$ cat config.mk
export PLATFORM = sky130hd
export DESIGN_NAME = instr_sequencer
export DESIGN_NICKNAME = d
export VERILOG_FILES = /design/src/rtl/instr_sequencer_pkg.sv /design/src/rtl/instr_sequencer_mem_timeout_ctr.sv /design/src/rtl/instr_sequencer.sv
export SDC_FILE = /design/constraint.sdc
export NUM_CORES = 1
export LEC_CHECK = 0
export ABC_AREA = 1
export CORE_UTILIZATION = 35
export CTS_CLUSTER_DIAMETER = 100
export DETAILED_ROUTE_END_ITERATION = 12
export DONT_BUFFER_PORTS = 1
export SETUP_SLACK_MARGIN = 0.05
export SLEW_MARGIN = 20
export SYNTH_ARGS = -nofsm -noshare
export SYNTH_HDL_FRONTEND = slang
export SYNTH_SLANG_ARGS = --single-unit
export TNS_END_PERCENT = 30
$ cat constraint.sdc
create_clock -name clk -period 3 [get_ports clk]
set_input_delay 0.9 -clock clk [delete_from_list [all_inputs] [get_ports clk]]
set_output_delay 0.9 -clock clk [all_outputs]
set_load 0.1 [all_outputs]
$ cat src/rtl/instr_sequencer_pkg.sv
// Shared definitions for the multicycle sequencer: state encodings, PC source codes
// and the default HALT opcode used by both the sequencer and the main decoder.
package instr_sequencer_pkg;

    typedef enum logic [2:0] {
        ST_IDLE   = 3'd0,
        ST_FETCH  = 3'd1,
        ST_DECODE = 3'd2,
        ST_EXEC   = 3'd3,
        ST_MEM    = 3'd4,
        ST_WB     = 3'd5,
        ST_HALT   = 3'd6,
        ST_ERR    = 3'd7
    } state_e;

    localparam logic [1:0] PC_SRC_SEQ    = 2'b00;
    localparam logic [1:0] PC_SRC_BRANCH = 2'b01;
    localparam logic [1:0] PC_SRC_JUMP   = 2'b10;

    localparam logic [4:0] HALT_OP_DEFAULT = 5'b11111;

    function automatic logic is_busy(input state_e s);
        return (s >= ST_FETCH) && (s <= ST_WB);
    endfunction

endpackage

$ cat src/rtl/instr_sequencer_mem_timeout_ctr.sv
// Counts consecutive non-ready cycles of one memory access; expired flags the
// final allowed wait cycle so the sequencer can divert to ERR on that edge.
module mem_timeout_ctr #(
    parameter int MEM_TIMEOUT = 16
) (
    input  logic clk,
    input  logic rst_n,
    input  logic clr,
    input  logic en,
    output logic expired
);

    localparam int CW = $clog2(MEM_TIMEOUT + 1);

    logic [CW-1:0] cnt_q;
    logic [CW-1:0] cnt_d;

    always_comb begin
        cnt_d = cnt_q;
        if (clr) begin
            cnt_d = '0;
        end else if (en) begin
            cnt_d = cnt_q + CW'(1);
        end
    end

    always_ff @(posedge clk or negedge rst_n) begin
        if (!rst_n) begin
            cnt_q <= '0;
        end else begin
            cnt_q <= cnt_d;
        end
    end

    // This wait cycle is the MEM_TIMEOUT-th one in a row.
    assign expired = en && (cnt_q == CW'(MEM_TIMEOUT - 1));

endmodule

$ cat src/rtl/instr_sequencer.sv
// Multicycle control FSM: fetch/decode/execute/memory/write-back sequencing with
// single-cycle enables and the req/ready handshake to the shared memory.
module instr_sequencer
    import instr_sequencer_pkg::*;
#(
    parameter logic [4:0] HALT_OP     = HALT_OP_DEFAULT,
    parameter int         MEM_TIMEOUT = 16
) (
    input  logic       clk,
    input  logic       rst_n,
    input  logic       start,
    input  logic [4:0] opcode,
    input  logic       dec_mem_write,
    input  logic       dec_result_src,
    input  logic       dec_reg_write,
    input  logic       dec_branch,
    input  logic       dec_jump,
    input  logic       zero,
    input  logic       mem_ready,
    output logic       mem_req,
    output logic       mem_we,
    output logic       mem_sel,
    output logic       ir_write,
    output logic       pc_write,
    output logic [1:0] pc_src,
    output logic       reg_write_en,
    output logic       busy,
    output logic       halted,
    output logic       error,
    output logic [2:0] state
);

    state_e state_q;
    state_e state_d;
    logic   mem_wait;
    logic   tmo_clr;
    logic   tmo_expired;

    // Kept outside the FSM block so the timeout path has no block-level loop.
    assign mem_req  = (state_q == ST_FETCH) || (state_q == ST_MEM);
    assign mem_wait = mem_req && !mem_ready;
    assign tmo_clr  = ((state_d == ST_FETCH) || (state_d == ST_MEM)) && (state_d != state_q);

    mem_timeout_ctr #(
        .MEM_TIMEOUT (MEM_TIMEOUT)
    ) u_tmo (
        .clk     (clk),
        .rst_n   (rst_n),
        .clr     (tmo_clr),
        .en      (mem_wait),
        .expired (tmo_expired)
    );

    always_comb begin
        state_d      = state_q;
        mem_we       = 1'b0;
        mem_sel      = 1'b0;
        ir_write     = 1'b0;
        pc_write     = 1'b0;
        pc_src       = PC_SRC_SEQ;
        reg_write_en = 1'b0;
        unique case (state_q)
            ST_IDLE: begin
                if (start) state_d = ST_FETCH;
            end
            ST_FETCH: begin
                if (mem_ready) begin
                    ir_write = 1'b1;
                    pc_write = 1'b1;
                    state_d  = ST_DECODE;
                end else if (tmo_expired) begin
                    state_d = ST_ERR;
                end
            end
            ST_DECODE: begin
                state_d = (opcode == HALT_OP) ? ST_HALT : ST_EXEC;
            end
            ST_EXEC: begin
                if (dec_jump) begin
                    pc_write = 1'b1;
                    pc_src   = PC_SRC_JUMP;
                    state_d  = ST_FETCH;
                end else if (dec_branch) begin
                    pc_write = zero;
                    pc_src   = PC_SRC_BRANCH;
                    state_d  = ST_FETCH;
                end else if (dec_mem_write || dec_result_src) begin
                    state_d = ST_MEM;
                end else if (dec_reg_write) begin
                    state_d = ST_WB;
                end else begin
                    state_d = ST_FETCH;
                end
            end
            ST_MEM: begin
                mem_sel = 1'b1;
                mem_we  = dec_mem_write;
                if (mem_ready) begin
                    state_d = dec_mem_write ? ST_FETCH : ST_WB;
                end else if (tmo_expired) begin
                    state_d = ST_ERR;
                end
            end
            ST_WB: begin
                reg_write_en = 1'b1;
                state_d      = ST_FETCH;
            end
            ST_HALT: state_d = ST_HALT;
            ST_ERR:  state_d = ST_ERR;
            default: state_d = ST_IDLE;
        endcase
    end

    always_ff @(posedge clk or negedge rst_n) begin
        if (!rst_n) begin
            state_q <= ST_IDLE;
        end else begin
            state_q <= state_d;
        end
    end

    assign busy   = is_busy(state_q);
    assign halted = (state_q == ST_HALT);
    assign error  = (state_q == ST_ERR);
    assign state  = state_q;

endmodule

### Yosys cells after proc, flatten, opt, wreduce, memory -nomap -nowiden

Index checks and enable logic that the tools add are counted.

| word-level totals | value |
|---|---|
| bits of input ports | 15 |
| register bits after elaboration | 8 |
| output and inout port bits | 14 |
| logic and storage cells | 51 |

| cells by class | value |
|---|---|
| add/sub/neg operators | 1 |
| multiplexer cells | 24 |
| reductions and logical operators | 10 |
| $lt $le $gt $ge | 2 |
| equality and inequality tests | 12 |

Operators with widths:

| operator | number |
|---|---|
| 2-to-1 mux 3 bit | 10 |
| one-hot mux 3 bit (8 select lines) | 1 |
| equality test 3 bit (second input constant) | 5 |
| 2-to-1 mux 5 bit | 2 |
| 2-to-1 mux 1 bit | 8 |
| equality test 3 x 1 -> 1 bit (second input constant) | 2 |
| equality test 3 x 2 -> 1 bit (second input constant) | 2 |
| adder 5 x 1 -> 5 bit (second input constant) | 1 |
| equality test 5 x 4 -> 1 bit (second input constant) | 1 |
| equality test 5 bit (second input constant) | 1 |
| logical AND 1 bit | 4 |
| 2-to-1 mux 2 bit | 2 |
| greater-or-equal comparator 3 x 1 -> 1 bit (second input constant) | 1 |
| <= comparator 3 bit (second input constant) | 1 |
| logical NOT 3 bit | 1 |
| logical OR 1 bit | 3 |
| != test 3 bit | 1 |
| one-hot mux 1 bit (2 select lines) | 1 |
| nonzero test 2 bit | 1 |
| logical NOT 1 bit | 1 |

### Longest topological paths before layout

Gate-level depths: netlist of run 1.

| logic depth | value |
|---|---|
| word-level depth | 11 |
| gate-level depth with buffers | 14 |
| gate-level depth less buffers | 14 |

### Modules after synthesis

Synthesis of run 1 repeated with hierarchy kept, for this count alone.

| unflattened totals | value |
|---|---|
| cells, all modules | 120 |
| area, all modules | 753.2 um^2 |

By module, submodules not included:

| module | cells an instance | seq. area each (um^2) | area each (um^2) | instances |
|---|---|---|---|---|
| instr_sequencer | 87 | 75.1 | 478.0 | 1 |
| mem_timeout_ctr | 33 | 125.1 | 275.3 | 1 |

### Worst setup path before layout of run 1

OpenSTA, ideal clock, no wires.

| timing path | value |
|---|---|
| kind | register to output |
| start | register state_q[0], in the netlist state[0] |
| end | output port pc_write |
| arrival time | 3.543 ns |
| buffers on the path | 1 |
| path slack | -1.443 ns |
| cell stages (with the launch flop) | 6 |
| required time | 2.100 ns |
| path through | dfrtp_1 buf_6 nand2_1 nor2_2 inv_1 o21ai_0 |

| between the ends | value |
|---|---|
| longest elaborated chain between the ends | 2 |
| elaborated cells on any way between the ends | 3 |
| those cells by class | 2 x eq/ne; 1 x mux |

Ends and longest elaborated chain:

| item | RTL line | source |
|---|---|---|
| from (decl) | instr_sequencer.sv:33 | `state_e state_q;` |
| from (signal assigned) | instr_sequencer.sv:118 | `state_q <= state_d;` |
| equality test 3 x 2 -> 1 bit / equality test 3 x 1 -> 1 bit (equally long branches) | instr_sequencer.sv:62 | `unique case (state_q)` |
| one-hot mux 1 bit (2 select lines) (*) | instr_sequencer.sv:62 |  |
| to (decl) | instr_sequencer.sv:24 | `output logic pc_write,` |

Every way passes the cells marked *; elsewhere a longest branch is shown, timed or not.

### Final worst setup path of run 1

| timing path | value |
|---|---|
| start | register state_q[2], in the netlist state[2] |
| end | output port error |

| between the ends | value |
|---|---|
| longest elaborated chain between the ends | 1 |

Ends and longest elaborated chain:

| item | RTL line | source |
|---|---|---|
| equality test 3 bit | instr_sequencer.sv:124 | `assign error = (state_q == ST_ERR);` |
| to (decl) | instr_sequencer.sv:29 | `output logic error,` |

No other way between the ends.

==> results by group, run 1 <==
Status
  – Status: finished clean

STA
  – Peak Freq: 0.370 GHz
  – Slew HR: 0.564
  – Count of final hold-check violations: 0
  – Final Critical Period: 2.70 ns
  – Setup TNS Final: 0 ns
  – RSZ-0062 raised after global routing: false
  – Worst-margin pin slew: 0.654 ns
  – Skew final: 0.0124 ns
  – Final setup viols: 0
  – Final worst path period share: 0.900
  – Max-slew violations: 0
  – Setup slack after layout: 0.299 ns

Routing
  – Final ANT Viol Nets: 0
  – Vias per inst: 4.71
  – DRC errors left: 0
  – Routed len/inst: 9.65 um
  – Detailed router's first-iteration violation count: 14
  – Drt first pass iters: 4
  – Final wirelength: 1590 um
  – Routed vias: 777

Placed design
  – Worst slack, placed: 0.583 ns
  – RD Place Congestion: 0.876
  – PortBufs: 0
  – Detailed Place HPWL: 1340 um

Logic synthesis
  – Syn_nets: 140
  – Yosys cell types: 24
  – EDFF count, synth: 0
  – Top cells by area, synth: dfrtp_1 (26%), nand2_1 (17%), inv_1 (10%)
  – Mapped Area: 758 sq um
  – Leading area contributor after synthesis: dfrtp_1
  – Commonest cells post-synth: nand2_1 (34), inv_1 (21), nor2_1 (16), dfrtp_1 (8), nand3_1 (6)
  – Count leader, synth: nand2_1
  – Register area share after synthesis: 0.264
  – Top cell type's share of synthesized area: 0.264
  – Async S/R FF share, synth: 1.00
  – Post-synthesis cell count: 123
  – FF+latch count, synth: 8
  – Ys Warns: 0
  – Syn Area/Cell: 6.16 sq um
  – Ys flop type: dfrtp_1

Setup path
  – RR Endpoint: u_tmo.cnt_q[3]
  – Crit. End Element: output pin
  – Critical Path AT: 1.80 ns
  – R2r worst-path depth: 12
  – CP max FO: 10
  – R2R setup slack: 0.89 ns
  – Setup CP Type: reg -> out
  – CP required: 2.10 ns
  – Startpoint Class: register
  – RR Startpoint: state[2]

Layout
  – Register area: 204 sq um
  – Antenna Cells: 0
  – Layout cells sized above 1: 0.290
  – Filler Cell Count: 224
  – Synth-to-Final Area Change: 22.3%
  – Area occupied by multi-input gates: 465 sq um
  – Final nets: 156

CTS
  – H-tree depth: 1
  – CTS tree: yes
  – CTS Buffer Depth: 2
  – Cts repair resizes: 0
  – Hold_buf cts: 0
  – CTS clk-pin slew, worst paths: 0.06 ns
  – Clock Sinks: 8
  – Post-CTS setup buffers: 0
  – Clk_lat worst skew: 0.26 ns
  – Total CTS buffers: 3
  – Root buffer cell: clkbuf_4

Global route
  – Largest net degree at the start of global routing: 11
  – Initial antenna violation count: 0
  – Gr ovfl total: 0
  – Gr usage total: 0.147
  – First-pass GRT wire length: 2700 um
  – Vias in the first global route: 702

Die
  – Total core area: 2000 sq um
  – FP Rows: 16
  – Die ar.: 2360 sq um
  – Die Ht: 48.5 um
  – Die Width: 48.5 um
  – IO Pins: 29
  – Initial core utilization: 0.379

Power and ir drop
  – Pwr Density: 227 nW/um^2
  – LEAKAGE: 0.532 nW
  – Maximum VDD drop: 0.000204 V
  – Power Total: 0.211 mW

Run
  – Max-Cap Viols: 0

Hold path
  – Hold Path Class: in -> async
==> cell families (layout without fill, tap and decap cells) <==
kind of cell | after synthesis | count (layout) | share of synthesized area
and+or+nand+nor | 72 | 72 | 0.426
buffers and inverters | 28 | 43 | 0.162
AOI/OAI and AO/OA | 10 | 10 | 0.0809
DFF | 8 | 8 | 0.264
xor gates and xnor gates | 3 | 3 | 0.0347
adders and majority gates | 2 | 2 | 0.0330
==> worst max path at each step <==
stage / from / endpoint / slack (ns) / depth (start not counted)
2_1_floorplan: state[0] / pc_write / 0.10 / 5
3_3_place_gp: state[2] / error / 0.61 / 3
3_5_place_dp: state[2] / error / 0.58 / 3
4_1_cts: state[2] / error / 0.29 / 3
5_1_grt: state[2] / pc_write / 0.22 / 6
6_report: state[2] / error / 0.30 / 3
==> placed cells by master, fill, tap and decap left out, types with 2 or more instances in the layout <==
cell type  synthesis  final
nand2_1           34     34
ha_1               2      2
nand3_2            2      2
nand4_1            4      4
o21ai_0            5      4
nand2_2            2      2
clkbuf_4           0      3
o21ai_1            2      2
xnor2_1            2      2
nor2_1            16     10
dfrtp_1            8      5
nand3_1            6      6
a21oi_1            2      2
inv_1             21     21
dfrtp_2            0      3
nor2_2             3      9
inv_2              3      3
buf_4              0     13
==> report_power, final <==
group | switching (mW) | internal (mW)
sequential | 0.00105 | 0.109
clock | 0.0384 | 0.0510
combinational | 0.00680 | 0.00403
==> cell type report <==
class | instances | share of cell area
timing repair buffer | 13 | 0.105
tap | 27 | 0.0364
sequential | 8 | 0.220
multi-input combinational | 87 | 0.502
inverter | 26 | 0.108
clock buffer | 4 | 0.0283
==> per-layer routing <==
| layer | GRT usage | part of all wire |
|---|---|---|
| met4 | 0.103 | 0.025 |
| met5 | 0 | 0 |
| met3 | 0.0252 | 0.067 |
| met2 | 0.254 | 0.49 |
| met1 | 0.162 | 0.42 |
==> worst max-delay path: stages, from the launching register on <==
cell and delay, ns:
dfrtp_2 0.79, nand2_1 0.27, nor2_2 0.17, buf_4 0.31
==> state kept, by name (all words and copies together), names as in the netlist <==
signal and flops:
u_tmo.cnt_q 5, state 3
==> per-stage QoR <==
step / util / hold slack [ns] / cells / cell area, sq um
final: 0.463 / 0.327 / 165 / 927
after global routing: 0.463 / 0.309 / 165 / 927
after CTS: 0.463 / 0.318 / 165 / 927
after detailed placement: 0.450 / 0.561 / 161 / 901
after global placement: 0.450 / 0.557 / 161 / 901
after floorplan: - / 0.536 / 123 / 792
Note: power is estimated with default switching activity, not from simulation.
==> run 2: changes to the inputs <==
--- a/config.mk
+++ b/config.mk
@@ -6,6 +6,7 @@
 export NUM_CORES = 1
 export LEC_CHECK = 0
 export ABC_AREA = 1
+export ABC_CLOCK_PERIOD_IN_PS = 3000
 export CORE_UTILIZATION = 35
 export CTS_CLUSTER_DIAMETER = 100
 export DETAILED_ROUTE_END_ITERATION = 12
==> results of run 2 <==
The final DEF is identical to that of run 1; final timing and power are the same.
==> run 3: changes to the inputs <==
--- a/config.mk
+++ b/config.mk
@@ -7,8 +7,9 @@
 export LEC_CHECK = 0
 export ABC_AREA = 1
 export ABC_CLOCK_PERIOD_IN_PS = 3000
-export CORE_UTILIZATION = 35
+export CORE_UTILIZATION = 40
 export CTS_CLUSTER_DIAMETER = 100
+export CTS_CLUSTER_SIZE = 25
 export DETAILED_ROUTE_END_ITERATION = 12
 export DONT_BUFFER_PORTS = 1
 export SETUP_SLACK_MARGIN = 0.05
==> run 3 against run 2 <==
  * Setup slack better by 0.18 ns
  * Non-clock buffer count grew 1
  * Die area shrank 12%
  * First-iteration DRC count down 43%
  * Worst hold slack better by 0.0062 ns
  * Combinational power hardly changed
  * Power is 0.22% lower
  * Clock power decreased by 0.7%
  * Register-to-register slack improved by 0.16 ns
  * Cell count shrank 0.61%
  * Global-route usage up 3.9 points
==> results by group, run 3 (synthesized netlist as in run 1, its figures left out) <==
Status
  – Status: finished clean

STA
  – Setup TNS Final: 0 ns (unchanged)
  – Setup slack after layout: 0.483 ns (+0.183 ns)
  – Peak Freq: 0.397 GHz (+7.3%)
  – Final setup viols: 0 (unchanged)
  – Skew final: 0.00385 ns (-0.00852 ns)
  – Final worst path period share: 0.839 (-0.0612)
  – Slew HR: 0.759 (+0.195)
  – Max-slew violations: 0 (unchanged)
  – Worst-margin pin slew: 0.359 ns (-0.295 ns)
  – Hold WS: 0.333 ns (+0.00616 ns)
  – Count of final hold-check violations: 0 (unchanged)
  – RSZ-0062 raised after global routing: false
  – Final Critical Period: 2.52 ns (-0.183 ns)

Layout
  – Max reg flops: 5 (unchanged)
  – Final instance area: 932 sq um (+0.54%)
  – Antenna Cells: 0 (unchanged)
  – Commonest non-fill, non-tap cell in the layout: nand2_1
  – Final nets: 157 (+0.64%)
  – Commonest non-fill, non-tap cells in the layout: nand2_1 (34), inv_1 (21), buf_4 (14), nor2_1 (10), nor2_2 (9)
  – Biggest register: u_tmo.cnt_q
  – Layout cells sized above 1: 0.295 (+0.00511)
  – Synth-to-Final Area Change: 22.9%

Placed design
  – Detailed Place HPWL: 1360 um (+1.5%)
  – PortBufs: 0 (unchanged)
  – Worst slack, placed: 0.693 ns (+0.110 ns)
  – RD Place Congestion: 0.878 (+0.15%)
  – Dpl cell area: 906 sq um (+0.56%)

Routing
  – Metal2 WL: 714 um (-8.8%)
  – Max layer used: met4
  – Met3 WL: 122 um (+15%)
  – Detailed router's first-iteration violation count: 8 (-6)
  – Routed vias: 774 (-0.39%)
  – Routed len/inst: 10.1 um (+4.8%)
  – Vias per inst: 4.72 (+0.22%)
  – WL met1: 812 um (+23%)
  – DRC errors left: 0 (unchanged)
  – Drt first pass iters: 4 (unchanged)
  – Final ANT Viol Nets: 0 (unchanged)
  – Final wirelength: 1660 um (+4.2%)

Global route
  – Vias in the first global route: 656 (-6.6%)
  – Largest net degree at the start of global routing: 11 (unchanged)
  – First-pass GRT wire length: 2740 um (+1.6%)
  – Initial antenna violation count: 0 (unchanged)
  – Gr usage total: 0.185 (+0.0388)
  – Gr ovfl total: 0 (unchanged)

CTS
  – CTS Buffer Depth: 2 (unchanged)
  – H-tree depth: 1 (unchanged)
  – Post-CTS setup buffers: 0 (unchanged)
  – Total CTS buffers: 3 (unchanged)
  – Cts repair resizes: 0 (unchanged)
  – Root buffer cell: clkbuf_4
  – Clock Sinks: 8 (unchanged)
  – CTS clk-pin slew, worst paths: 0.06 ns (about the same)
  – CTS tree: yes
  – Clk_lat worst skew: 0.26 ns (about the same)
  – Hold_buf cts: 0 (unchanged)

Die
  – Total core area: 1750 sq um (-13%)
  – Die Ht: 45.5 um (-6.2%)
  – IO Pins: 29 (unchanged)
  – Die ar.: 2070 sq um (-12%)
  – Die Width: 45.5 um (-6.2%)
  – Initial core utilization: 0.434 (+0.0557)
  – FP Rows: 15 (-1)

Setup path
  – R2R setup slack: 1.05 ns (+0.16 ns)
  – Crit. End Element: output pin
  – RR Endpoint: u_tmo.cnt_q[4]
  – CP max FO: 5 (-5)
  – Critical Path AT: 1.62 ns (-0.18 ns)
  – CP required: 2.10 ns (about the same)
  – R2r worst-path depth: 10 (-2)
  – Setup CP Type: reg -> out
  – Startpoint Class: register
  – RR Startpoint: u_tmo.cnt_q[0]

Power and ir drop
  – Sequential share of power: 0.525 (about the same)
  – Sw Share: 0.218 (-0.00155)
  – Pwr Density: 225 nW/um^2 (-0.75%)
  – Power Internal: 0.164 mW (about the same)
  – Power Total: 0.210 mW (-0.22%)
  – Sw Pwr: 0.0458 mW (-0.92%)
  – Logic pwr share: 0.052 (about the same)
  – LEAKAGE: 0.536 nW (+0.78%)
  – Maximum VDD drop: 0.000216 V (+5.8%)
  – Clock power frac: 0.423 (about the same)

Run
  – Max-Cap Viols: 0 (unchanged)

Hold path
  – Hold Path Class: in -> async
==> run 3: cell count changes in the layout (fill, tap and decap cells not counted), sizes merged <==
cell	previous run	this run
buf	13	14
==> run 3: area by class of cell <==
| type | count | area (sq um) |
|---|---|---|
| well taps | 25 | 31.3 |
| clock buffers | 4 | 26.3 |
| inverters | 26 | 100 |
| repair buffers | 14 | 105 |
| flip-flops and latches | 8 | 204 |
| multi-input cells | 87 | 465 |
| fillers | 187 | 813 |
==> run 3: worst max path at each step <==
stage / startpoint / endpoint / depth (start not counted)
floorplan: state[0] / pc_write / 5
global placement: dec_branch / pc_src[0] / 3
detailed placement: dec_branch / pc_src[0] / 3
CTS: state[1] / pc_write / 5
global route: state[1] / pc_write / 5
finish: state[1] / pc_write / 5
==> run 3: power by group through the flow <==
stage               combinational [mW]  sequential, mW  clock [mW]
finish                          0.0109           0.110      0.0888
global route                    0.0131           0.111       0.102
CTS                             0.0110           0.110      0.0940
detailed placement              0.0108           0.112           0
global placement                0.0105           0.112           0
floorplan                      0.00955           0.112           0
==> run 3: through the flow <==
stage	instances	util
final	164	0.534
after global routing	164	0.534
after CTS	164	0.534
after detailed placement	160	0.519
after global placement	160	0.519
after floorplan	123	-
==> run 3: critical path, cell delays in order (launching register included) <==
cell and delay [ns]:
dfrtp_2 0.43, buf_4 0.25, nor2_1 0.19, nand2_1 0.12
o21ai_2 0.07, buf_4 0.30
==> run 3: per-layer routing <==
| metal | up-vias | track usage |
|---|---|---|
| li1 | 408 | - |
| met1 | 334 | 0.260 |
| met2 | 30 | 0.266 |
| met3 | 2 | 0.0754 |
| met4 | 0 | 0.0364 |
| met5 | - | 0 |
